### config.mk
export PLATFORM = sky130hd
export DESIGN_NAME = btb_table
export DESIGN_NICKNAME = d
export VERILOG_FILES = /design/src/rtl/btb_defs.sv /design/src/rtl/btb_state_next.sv /design/src/rtl/btb_table.sv
export SDC_FILE = /design/constraint.sdc
export NUM_CORES = 2
export LEC_CHECK = 0
export ABC_AREA = 1
export CAP_MARGIN = 20
export CORE_UTILIZATION = 40
export CTS_BUF_LIST = sky130_fd_sc_hd__clkbuf_2 sky130_fd_sc_hd__clkbuf_4 sky130_fd_sc_hd__clkbuf_8
export DETAILED_ROUTE_END_ITERATION = 10
export DONT_BUFFER_PORTS = 1
export PLACE_DENSITY_LB_ADDON = 0.2
export SLEW_MARGIN = 40
export SYNTH_ARGS = -nofsm -noshare
export SYNTH_HDL_FRONTEND = slang
export SYNTH_SLANG_ARGS = --single-unit
### constraint.sdc
create_clock -name clk -period 3.5 [get_ports clk]
set_input_delay 0.7 -clock clk [delete_from_list [all_inputs] [get_ports clk]]
set_output_delay 0.7 -clock clk [all_outputs]
set_load 0.05 [all_outputs]
### src/rtl/btb_defs.sv
// Shared BTB definitions: predictor state encoding, entry layout, table geometry.
package btb_defs;

  localparam int unsigned NUM_SETS = 8;
  localparam int unsigned INDEX_W  = 3;
  localparam int unsigned TAG_W    = 27;
  localparam int unsigned ENTRY_W  = 64;
  localparam int unsigned SET_W    = 2 * ENTRY_W;

  // Entry field bit positions
  localparam int unsigned VALID_BIT = 63;
  localparam int unsigned TAG_MSB   = 62;
  localparam int unsigned TAG_LSB   = 36;
  localparam int unsigned TGT_MSB   = 35;
  localparam int unsigned TGT_LSB   = 4;
  localparam int unsigned STATE_MSB = 3;
  localparam int unsigned STATE_LSB = 2;

  // 2-bit predictor state; MSB set means predict taken
  typedef enum logic [1:0] {
    STRONG_NOT_TAKEN = 2'b00,
    WEAK_NOT_TAKEN   = 2'b01,
    WEAK_TAKEN       = 2'b11,
    STRONG_TAKEN     = 2'b10
  } bp_state_e;

  typedef enum logic {
    FSM_IDLE,
    FSM_FLUSH
  } fsm_state_e;

  // Packed to match the bit positions above
  typedef struct packed {
    logic             valid;
    logic [TAG_W-1:0] tag;
    logic [31:0]      target;
    bp_state_e        state;
    logic [1:0]       spare;
  } btb_entry_t;

endpackage

### src/rtl/btb_state_next.sv
// 2-bit saturating predictor counter: (state, taken) -> next state.
module btb_state_next
  import btb_defs::*;
(
  input  bp_state_e i_state,
  input  logic      i_taken,
  output bp_state_e o_state
);

  // Step toward strong-taken on taken, toward strong-not-taken otherwise
  always_comb begin
    o_state = i_state;
    if (i_taken) begin
      case (i_state)
        STRONG_NOT_TAKEN: o_state = WEAK_NOT_TAKEN;
        WEAK_NOT_TAKEN:   o_state = WEAK_TAKEN;
        WEAK_TAKEN:       o_state = STRONG_TAKEN;
        default:          o_state = STRONG_TAKEN;
      endcase
    end else begin
      case (i_state)
        STRONG_TAKEN:     o_state = WEAK_TAKEN;
        WEAK_TAKEN:       o_state = WEAK_NOT_TAKEN;
        WEAK_NOT_TAKEN:   o_state = STRONG_NOT_TAKEN;
        default:          o_state = STRONG_NOT_TAKEN;
      endcase
    end
  end

endmodule

### src/rtl/btb_table.sv
// BTB storage and update engine: 8 sets x 2 ways, per-set LRU, one-stage
// pipelined resolution update, and a set-per-cycle invalidate-all sequencer.
// Optional macro BTB_WRITE_BYPASS_EN forwards the pending update to read_set/lru.
module btb_table
  import btb_defs::*;
(
  input  logic                clk,
  input  logic                rst,
  input  logic [INDEX_W-1:0]  read_index,
  output logic [SET_W-1:0]    read_set,
  output logic [NUM_SETS-1:0] lru,
  input  logic                lookup_valid,
  input  logic                next_LRU_read,
  input  logic                upd_valid,
  input  logic [31:0]         upd_pc,
  input  logic [31:0]         upd_target,
  input  logic                upd_taken,
  input  logic                flush_req,
  output logic                busy
);

  btb_entry_t          r_way1 [NUM_SETS];
  btb_entry_t          r_way2 [NUM_SETS];
  logic [NUM_SETS-1:0] r_lru;

  fsm_state_e          r_fsm;
  fsm_state_e          w_fsm_nxt;
  logic [INDEX_W-1:0]  r_flush_cnt;

  logic                r_upd_v;
  logic [31:2]         r_upd_pc;
  logic [31:0]         r_upd_tgt;
  logic                r_upd_taken;

  logic [INDEX_W-1:0]  w_upd_idx;
  logic [TAG_W-1:0]    w_upd_tag;
  btb_entry_t          w_cur1, w_cur2, w_new1, w_new2, w_alloc;
  logic                w_hit1, w_hit2, w_commit, w_idle;
  logic                w_wr1, w_wr2, w_lru_we, w_lru_bit, w_victim;
  bp_state_e           w_hit_state, w_state_nxt;
  btb_entry_t          w_rd1, w_rd2;
  logic [NUM_SETS-1:0] w_lru_out;
  logic                w_unused_pc_lsb;

  assign w_unused_pc_lsb = ^upd_pc[1:0];
  assign w_idle    = (r_fsm == FSM_IDLE);
  assign w_upd_idx = r_upd_pc[INDEX_W+1:2];
  assign w_upd_tag = r_upd_pc[31:INDEX_W+2];
  assign w_cur1    = r_way1[w_upd_idx];
  assign w_cur2    = r_way2[w_upd_idx];
  assign w_hit1    = w_cur1.valid && (w_cur1.tag == w_upd_tag);
  assign w_hit2    = w_cur2.valid && (w_cur2.tag == w_upd_tag);
  assign w_hit_state = w_hit1 ? w_cur1.state : w_cur2.state;
  assign w_commit  = r_upd_v && w_idle;

  btb_state_next u_state_next (
    .i_state (w_hit_state),
    .i_taken (r_upd_taken),
    .o_state (w_state_nxt)
  );

  // Resolve the pending update against the array: hit step, allocate, or nothing
  always_comb begin
    w_new1    = w_cur1;
    w_new2    = w_cur2;
    w_wr1     = 1'b0;
    w_wr2     = 1'b0;
    w_lru_we  = 1'b0;
    w_lru_bit = r_lru[w_upd_idx];
    w_victim  = 1'b0;
    w_alloc   = '{valid: 1'b1, tag: w_upd_tag, target: r_upd_tgt,
                  state: WEAK_TAKEN, spare: 2'b00};
    if (w_commit) begin
      if (w_hit1) begin
        w_new1.state = w_state_nxt;
        if (r_upd_taken) w_new1.target = r_upd_tgt;
        w_wr1     = 1'b1;
        w_lru_we  = 1'b1;
        w_lru_bit = 1'b0;
      end else if (w_hit2) begin
        w_new2.state = w_state_nxt;
        if (r_upd_taken) w_new2.target = r_upd_tgt;
        w_wr2     = 1'b1;
        w_lru_we  = 1'b1;
        w_lru_bit = 1'b1;
      end else if (r_upd_taken) begin
        if (!w_cur1.valid)      w_victim = 1'b0;
        else if (!w_cur2.valid) w_victim = 1'b1;
        else                    w_victim = ~r_lru[w_upd_idx];
        if (w_victim) begin
          w_new2 = w_alloc;
          w_wr2  = 1'b1;
        end else begin
          w_new1 = w_alloc;
          w_wr1  = 1'b1;
        end
        w_lru_we  = 1'b1;
        w_lru_bit = w_victim;
      end
    end
  end

  // Sequencer next state: leave FLUSH after the last set is cleared
  always_comb begin
    w_fsm_nxt = r_fsm;
    case (r_fsm)
      FSM_IDLE:  if (flush_req) w_fsm_nxt = FSM_FLUSH;
      FSM_FLUSH: if (r_flush_cnt == INDEX_W'(NUM_SETS - 1)) w_fsm_nxt = FSM_IDLE;
      default:   w_fsm_nxt = FSM_IDLE;
    endcase
  end

  // Sequencer state and flush set counter
  always_ff @(posedge clk or negedge rst) begin
    if (!rst) begin
      r_fsm       <= FSM_IDLE;
      r_flush_cnt <= '0;
    end else begin
      r_fsm <= w_fsm_nxt;
      if (r_fsm == FSM_FLUSH) r_flush_cnt <= r_flush_cnt + 1'b1;
      else                    r_flush_cnt <= '0;
    end
  end

  // Update register: dropped while flushing or when a flush is requested
  always_ff @(posedge clk or negedge rst) begin
    if (!rst) begin
      r_upd_v     <= 1'b0;
      r_upd_pc    <= '0;
      r_upd_tgt   <= '0;
      r_upd_taken <= 1'b0;
    end else begin
      r_upd_v <= upd_valid && w_idle && !flush_req;
      if (upd_valid) begin
        r_upd_pc    <= upd_pc[31:2];
        r_upd_tgt   <= upd_target;
        r_upd_taken <= upd_taken;
      end
    end
  end

  // Array and LRU writes; the update LRU write is last so it beats the lookup
  always_ff @(posedge clk or negedge rst) begin
    if (!rst) begin
      r_way1 <= '{default: '0};
      r_way2 <= '{default: '0};
      r_lru  <= '0;
    end else if (r_fsm == FSM_FLUSH) begin
      r_way1[r_flush_cnt].valid <= 1'b0;
      r_way2[r_flush_cnt].valid <= 1'b0;
      r_lru[r_flush_cnt]        <= 1'b0;
    end else begin
      if (lookup_valid) r_lru[read_index] <= next_LRU_read;
      if (w_wr1)        r_way1[w_upd_idx] <= w_new1;
      if (w_wr2)        r_way2[w_upd_idx] <= w_new2;
      if (w_lru_we)     r_lru[w_upd_idx]  <= w_lru_bit;
    end
  end

  // Read port: array contents, optionally overlaid with the pending update
  always_comb begin
    w_rd1     = r_way1[read_index];
    w_rd2     = r_way2[read_index];
    w_lru_out = r_lru;
`ifdef BTB_WRITE_BYPASS_EN
    if (w_commit && (w_upd_idx == read_index)) begin
      if (w_wr1)    w_rd1 = w_new1;
      if (w_wr2)    w_rd2 = w_new2;
      if (w_lru_we) w_lru_out[w_upd_idx] = w_lru_bit;
    end
`endif
    read_set = (r_fsm == FSM_FLUSH) ? '0 : {w_rd1, w_rd2};
    lru      = w_lru_out;
  end

  assign busy = (r_fsm == FSM_FLUSH);

endmodule
== Word-level counts from Yosys, hierarchy flattened ==
Cells that the tools add are included.
Operators by class
  reduce and logical (&&, ||, !) cells: 14
  equality and inequality tests: 6
  add/sub/neg operators: 1
  $lt $le $gt $ge: 11
  bitwise logic cells: 7
  shift operators: 0
  divide/modulo/power cells: 0
  multiply operators: 0
  multiplexer cells: 87
Operators by type and width (count)
  bitwise mux 512 bit: 4
  two-way mux 512 bit: 4
  two-way mux 64 bit: 18
  binary-select mux 64 bit (select 3 bit): 4
  demux 64 bit (select 3 bit): 2
  two-way mux 128 bit: 1
  two-way mux 34 bit: 2
  two-way mux 32 bit: 2
  two-way mux 28 bit: 2
  == test 27 bit: 2
  two-way mux 8 bit: 4
  two-way mux 1 bit: 30
  bitwise mux 8 bit: 2
  >= comparator 4 bit, second input constant: 3
  < comparator 3 x 4 -> 1 bit, second input constant: 3
  NOT 3 -> 4 bit: 3
  logical AND 1 bit: 10
  demux 1 bit (select 3 bit): 3
  >= comparator 3 x 1 -> 1 bit, second input constant: 3
  AND 8 bit: 1
  < comparator 4 x 1 -> 1 bit, second input constant: 2
  two-way mux 2 bit: 4
  NOT 8 bit: 1
  one-hot mux 2 bit (2 select lines): 2
  11 further kinds: 14
Storage, ports and cells
  flip-flop bits (word level): 1100
  logic and storage cells: 213
  bits in latches: 0
  bits in writable memories: 0
  output and inout bits: 137
  memories: 0
  input bits: 74
  ROM bits: 0

== Longest topological paths before layout ==
  word-level depth: 18
  gate-level depth with buffers: 25
  gate-level depth less buffers: 22

== Modules after synthesis ==
From an unflattened synthesis, not the netlist that was laid out.
Second synthesis, totals
  cell total of the unflattened synthesis: 8484
  area, all modules: 61203.7 um2
Modules (own cells, without submodules)
  btb_table: instances 1, sequential area each 27526.4 um2, cells an instance 8475, area an instance 61169.9 um2
  btb_state_next: instances 1, sequential area each 0.0 um2, cells an instance 9, area an instance 33.8 um2

== Least setup slack after synthesis ==
Ideal clock, no wire load.
  kind: input to output
  start: input port read_index[0]
  end: output port read_set[20]
  path buffers: 3
  arrival time: 2671 ps
  slack: 129 ps
  cell stages on the path: 6
  data required time: 2800 ps
  cells stage by stage: inv_1 -> clkbuf_1 -> clkbuf_1 -> clkbuf_1 -> o211ai_1 -> a41oi_1
On the way
  cells in the longest elaborated chain, start to end: 5
RTL lines
  start, declared: line btb_table.sv:9  | input logic [INDEX_W-1:0] read_index,
  NOT 3 -> 4 bit (implied by the code): line btb_table.sv:163  | w_rd2 = r_way2[read_index];
  binary-select mux 64 bit (select 3 bit): line btb_table.sv:163
  two-way mux 64 bit (implied by the code) (2 in series): line btb_table.sv:163
  two-way mux 128 bit: line btb_table.sv:172  | read_set = (r_fsm == FSM_FLUSH) ? '0 : {w_rd1, w_rd2};
  end, declared: line btb_table.sv:10  | output logic [SET_W-1:0] read_set,
No other way between the ends. The select of a mux whose other input is x is not followed.

== Final worst setup path ==
  start: input port read_index[0]
  end: output port read_set[74]
On the way
  cells in the longest elaborated chain, start to end: 5
RTL lines
  NOT 3 -> 4 bit (implied by the code): line btb_table.sv:162  | w_rd1 = r_way1[read_index];
  binary-select mux 64 bit (select 3 bit): line btb_table.sv:162
  two-way mux 64 bit (implied by the code) (2 in series): line btb_table.sv:162
  two-way mux 128 bit: line btb_table.sv:172
No other way between the ends. The select of a mux whose other input is x is not followed.

==> results by group <==
Die
  – Rows: 145
  – Starting Density: 40.3%
  – Die Wd: 399 um
  – Die Footprint: 159000 um2
  – Chip height: 399 um
  – Num ports: 211
  – Core area: 156000 um2

Global routing
  – Vias in the first global route: 61900
  – First-pass GRT wire length: 400 mm
  – Initial antenna violation count: 20
  – Total track usage: 33.4%
  – Remaining global-route overflow: 0
  – Pin count of the biggest net entering global routing: 788

CTS
  – Register clock-pin slew on the reported worst setup and hold paths: 0.06 ns
  – Worst skew pair latency: 0.99 ns
  – Hold_buf cts: 82
  – Clock Tree Root: clkbuf_8
  – H-tree Lvls: 4
  – CTS tree: yes
  – Cts bufs inserted: 197
  – CTS Sinks: 1100
  – CTS max path bufs: 3

Yosys
  – Syn Std Cell Area: 63000 um2
  – Adder-Cell Fraction of Synth Area: 0.0397%
  – Seq/Total Area, Yosys: 43.7%
  – Avg Cell Area, Syn: 7.04 um2
  – #FFs+latches synth: 1100
  – Synth Area in Simple Gates: 30.3%
  – Synth Instances: 8952
  – Ys Warns: 0
  – Ys async rst share: 100%
  – Primary FF master, synth: dfrtp_1
  – Netlist cell types: 48
  – Largest family of logic cells by synthesized area: simple AND/OR/NAND/NOR gates
  – Synth Area in XOR/XNOR: 0%
  – Compound-cell area share of the yosys netlist: 17.5%
  – Post-Syn Nets: 9028
  – EDFF count, synth: 0
  – Multiplexer share of the synthesized area: 0%

STA
  – RSZ-0062 raised after global routing: yes
  – Setup slack after layout: -0.782 ns
  – Tightest Pin Transition: 2.47 ns
  – Final setup TNS: -54.94 ns
  – Worst Clk Skew: 0.0457 ns
  – Max-slew headroom: -64.6%
  – Final period utilization: 122%
  – Final Hold Viols: 168
  – Hold WS: -0.558 ns
  – Slew Viols, Final: 330
  – Final setup violation count: 254
  – Post-layout min period: 4.28 ns
  – Fmax: 234 MHz

Setup path
  – CP cell instances: inv_6, buf_4, o211ai_1, a41oi_1, buf_6
  – Critical-path top delay cell: inv_6
  – Delay-heaviest family, CP: buffers and inverters
  – CP required: 2.80 ns
  – Worst setup SP type: input port
  – Worst Setup End Kind: primary output
  – WS Path Type: input port to primary output
  – Crit path arrival time: 3.58 ns
  – Worst path max stage delay: 0.88 ns
  – Critical path fanouts, max: 787
  – CP bufs+invs: 3

Placement
  – Dpl cells: 11100
  – RD Place Congestion: 0.939
  – DP HPWL: 170 mm
  – Port Buffers: 0

Run status
  – Status: finished with violations
  – Violated checks: negative hold slack, max-slew violations, negative setup slack

Flow run
  – MaxCap Viol Count: 0

Finish
  – Layout area overhead: 23.7%
  – Final nets: 9466
  – Commonest non-fill, non-tap cells in the layout: nand2_1, dfrtp_1, o21ai_0, inv_1, nand3_1
  – Non-Filler Instances: 11600
  – Commonest non-fill, non-tap cell in the layout: nand2_1
  – Fraction of layout cells with a size suffix above 1: 14.4%

Route
  – Vias: 66900
  – Routed len/inst: 23.6 um
  – Average vias per placed instance: 5.76
  – DRC violations left: 0
  – Final WL: 274 mm
  – DR iter-0 viols: 9526
  – Post-route ant nets: 0
  – DR pass1 iterations: 6

Power
  – Pwr Density: 438 nW/um2
  – Tot Pwr: 0.0341 W
  – Pleak: 38.6 nW
  – Maximum VDD drop: 0.449 mV

Min path
  – Hold WC Path Type: input port to asynchronous set/reset pin
==> synthesized netlist by cell type (all sizes together) (126+ instances only) <==
| library cell | count | area [um2] |
|---|---|---|
| a21oi | 167 | 836 |
| a41oi | 128 | 1120 |
| nor2 | 396 | 1580 |
| o21ai | 834 | 4270 |
| clkbuf | 301 | 1130 |
| nand2 | 3659 | 13800 |
| dfrtp | 1100 | 27500 |
| nand3 | 597 | 3050 |
| buf | 301 | 1620 |
| o22ai | 199 | 1240 |
| o21a | 126 | 946 |
| o211ai | 278 | 2090 |
| inv | 689 | 2590 |
==> layout make-up <==
cell class                      instances  area, um2
Clock inverter                         36        241
Fill cell                           15000      78300
Clock buffer                          327       4130
Inverter                              693       2660
Sequential cell                      1100      27500
Multi-Input combinational cell       6557      31100
Tap cell                             2058       2570
Antenna cell                           11       27.5
Timing Repair Buffer                  841       9660
==> state kept, by name (all words and copies together) (netlist names) <==
signal       count
r_upd_v          1
r_flush_cnt      3
lru              8
r_way2         512
r_way1         512
r_upd_pc        30
r_upd_taken      1
busy             1
r_upd_tgt       32
==> kinds of logic (layout without fill, tap and decap cells) <==
kind of cell	after synthesis	in the layout
AOI/OAI and AO/OA	1791	1791
adders and majority gates	2	2
buffers and inverters	1295	1897
DFF	1100	1100
other	0	11
and+or+nand+nor	4764	4764
==> where the power goes <==
group / leakage (nW) / switching [W] / internal, W
combinational: 21.0 / 0.00496 / 0.00230
clock: 2.32 / 0.00595 / 0.00749
sequential: 15.2 / 0.000353 / 0.0131
==> worst register-to-register path: cells and delay by family, from the launching register on <==
kind,cells,cell delay [ns]
AND/OR/NAND/NOR,12,1.29
buffers and inverters,7,1.21
flip-flops,1,0.58
AO/OA/AOI/OAI,3,0.39
==> path summary, 6_finish.rpt <==
| check | startpoint | slack, ns | endpoint | cells past startpoint |
|---|---|---|---|---|
| max in group asynchronous | rst | 1.92 | r_way1[105] | 3 |
| max | read_index[0] | -0.78 | read_set[74] | 5 |
| min in group clk | upd_target[3] | 0.12 | r_upd_tgt[3] | 2 |
| max reg2reg | r_upd_pc[2] | -0.07 | r_way2[418] | 22 |
| min reg2reg | r_way1[300] | 0.48 | r_way1[300] | 2 |
| min | rst | -0.56 | r_way2[459] | 0 |
==> stage by stage <==
step | setup slack [ns] | instance area (um2) | hold WS [ns] | util (%)
5_1_grt | -0.198 | 77900 | -0.608 | 49.9
4_1_cts | -0.00254 | 77300 | -0.635 | 49.5
3_3_place_gp | -0.189 | 71400 | 0.423 | 45.7
2_1_floorplan | 0.129 | 63000 | 0.404 | -
3_5_place_dp | -0.163 | 71600 | 0.420 | 45.8
6_report | -0.782 | 77900 | -0.558 | 49.9
==> routing by layer <==
metal	up-vias	part of all wire (%)	GRT usage, %
met5	-	0.048	0
met4	20	4.4	14.0
met3	814	12	8.80
li1	30200	-	-
met2	4003	43	49.0
met1	31800	41	46.3
==> timing repair <==
| item | 4_1_cts | 5_1_grt |
|---|---|---|
| buffers inserted | 12 | 8 |
| resized for setup | 67 | 96 |
| hold endpoints to repair | 437 | 168 |
| cloned | 2 | 8 |
| pin swaps | 6 | 8 |
| setup endpoints to repair | 816 | 1017 |
No activity file was read; power rests on OpenSTA's default activity.
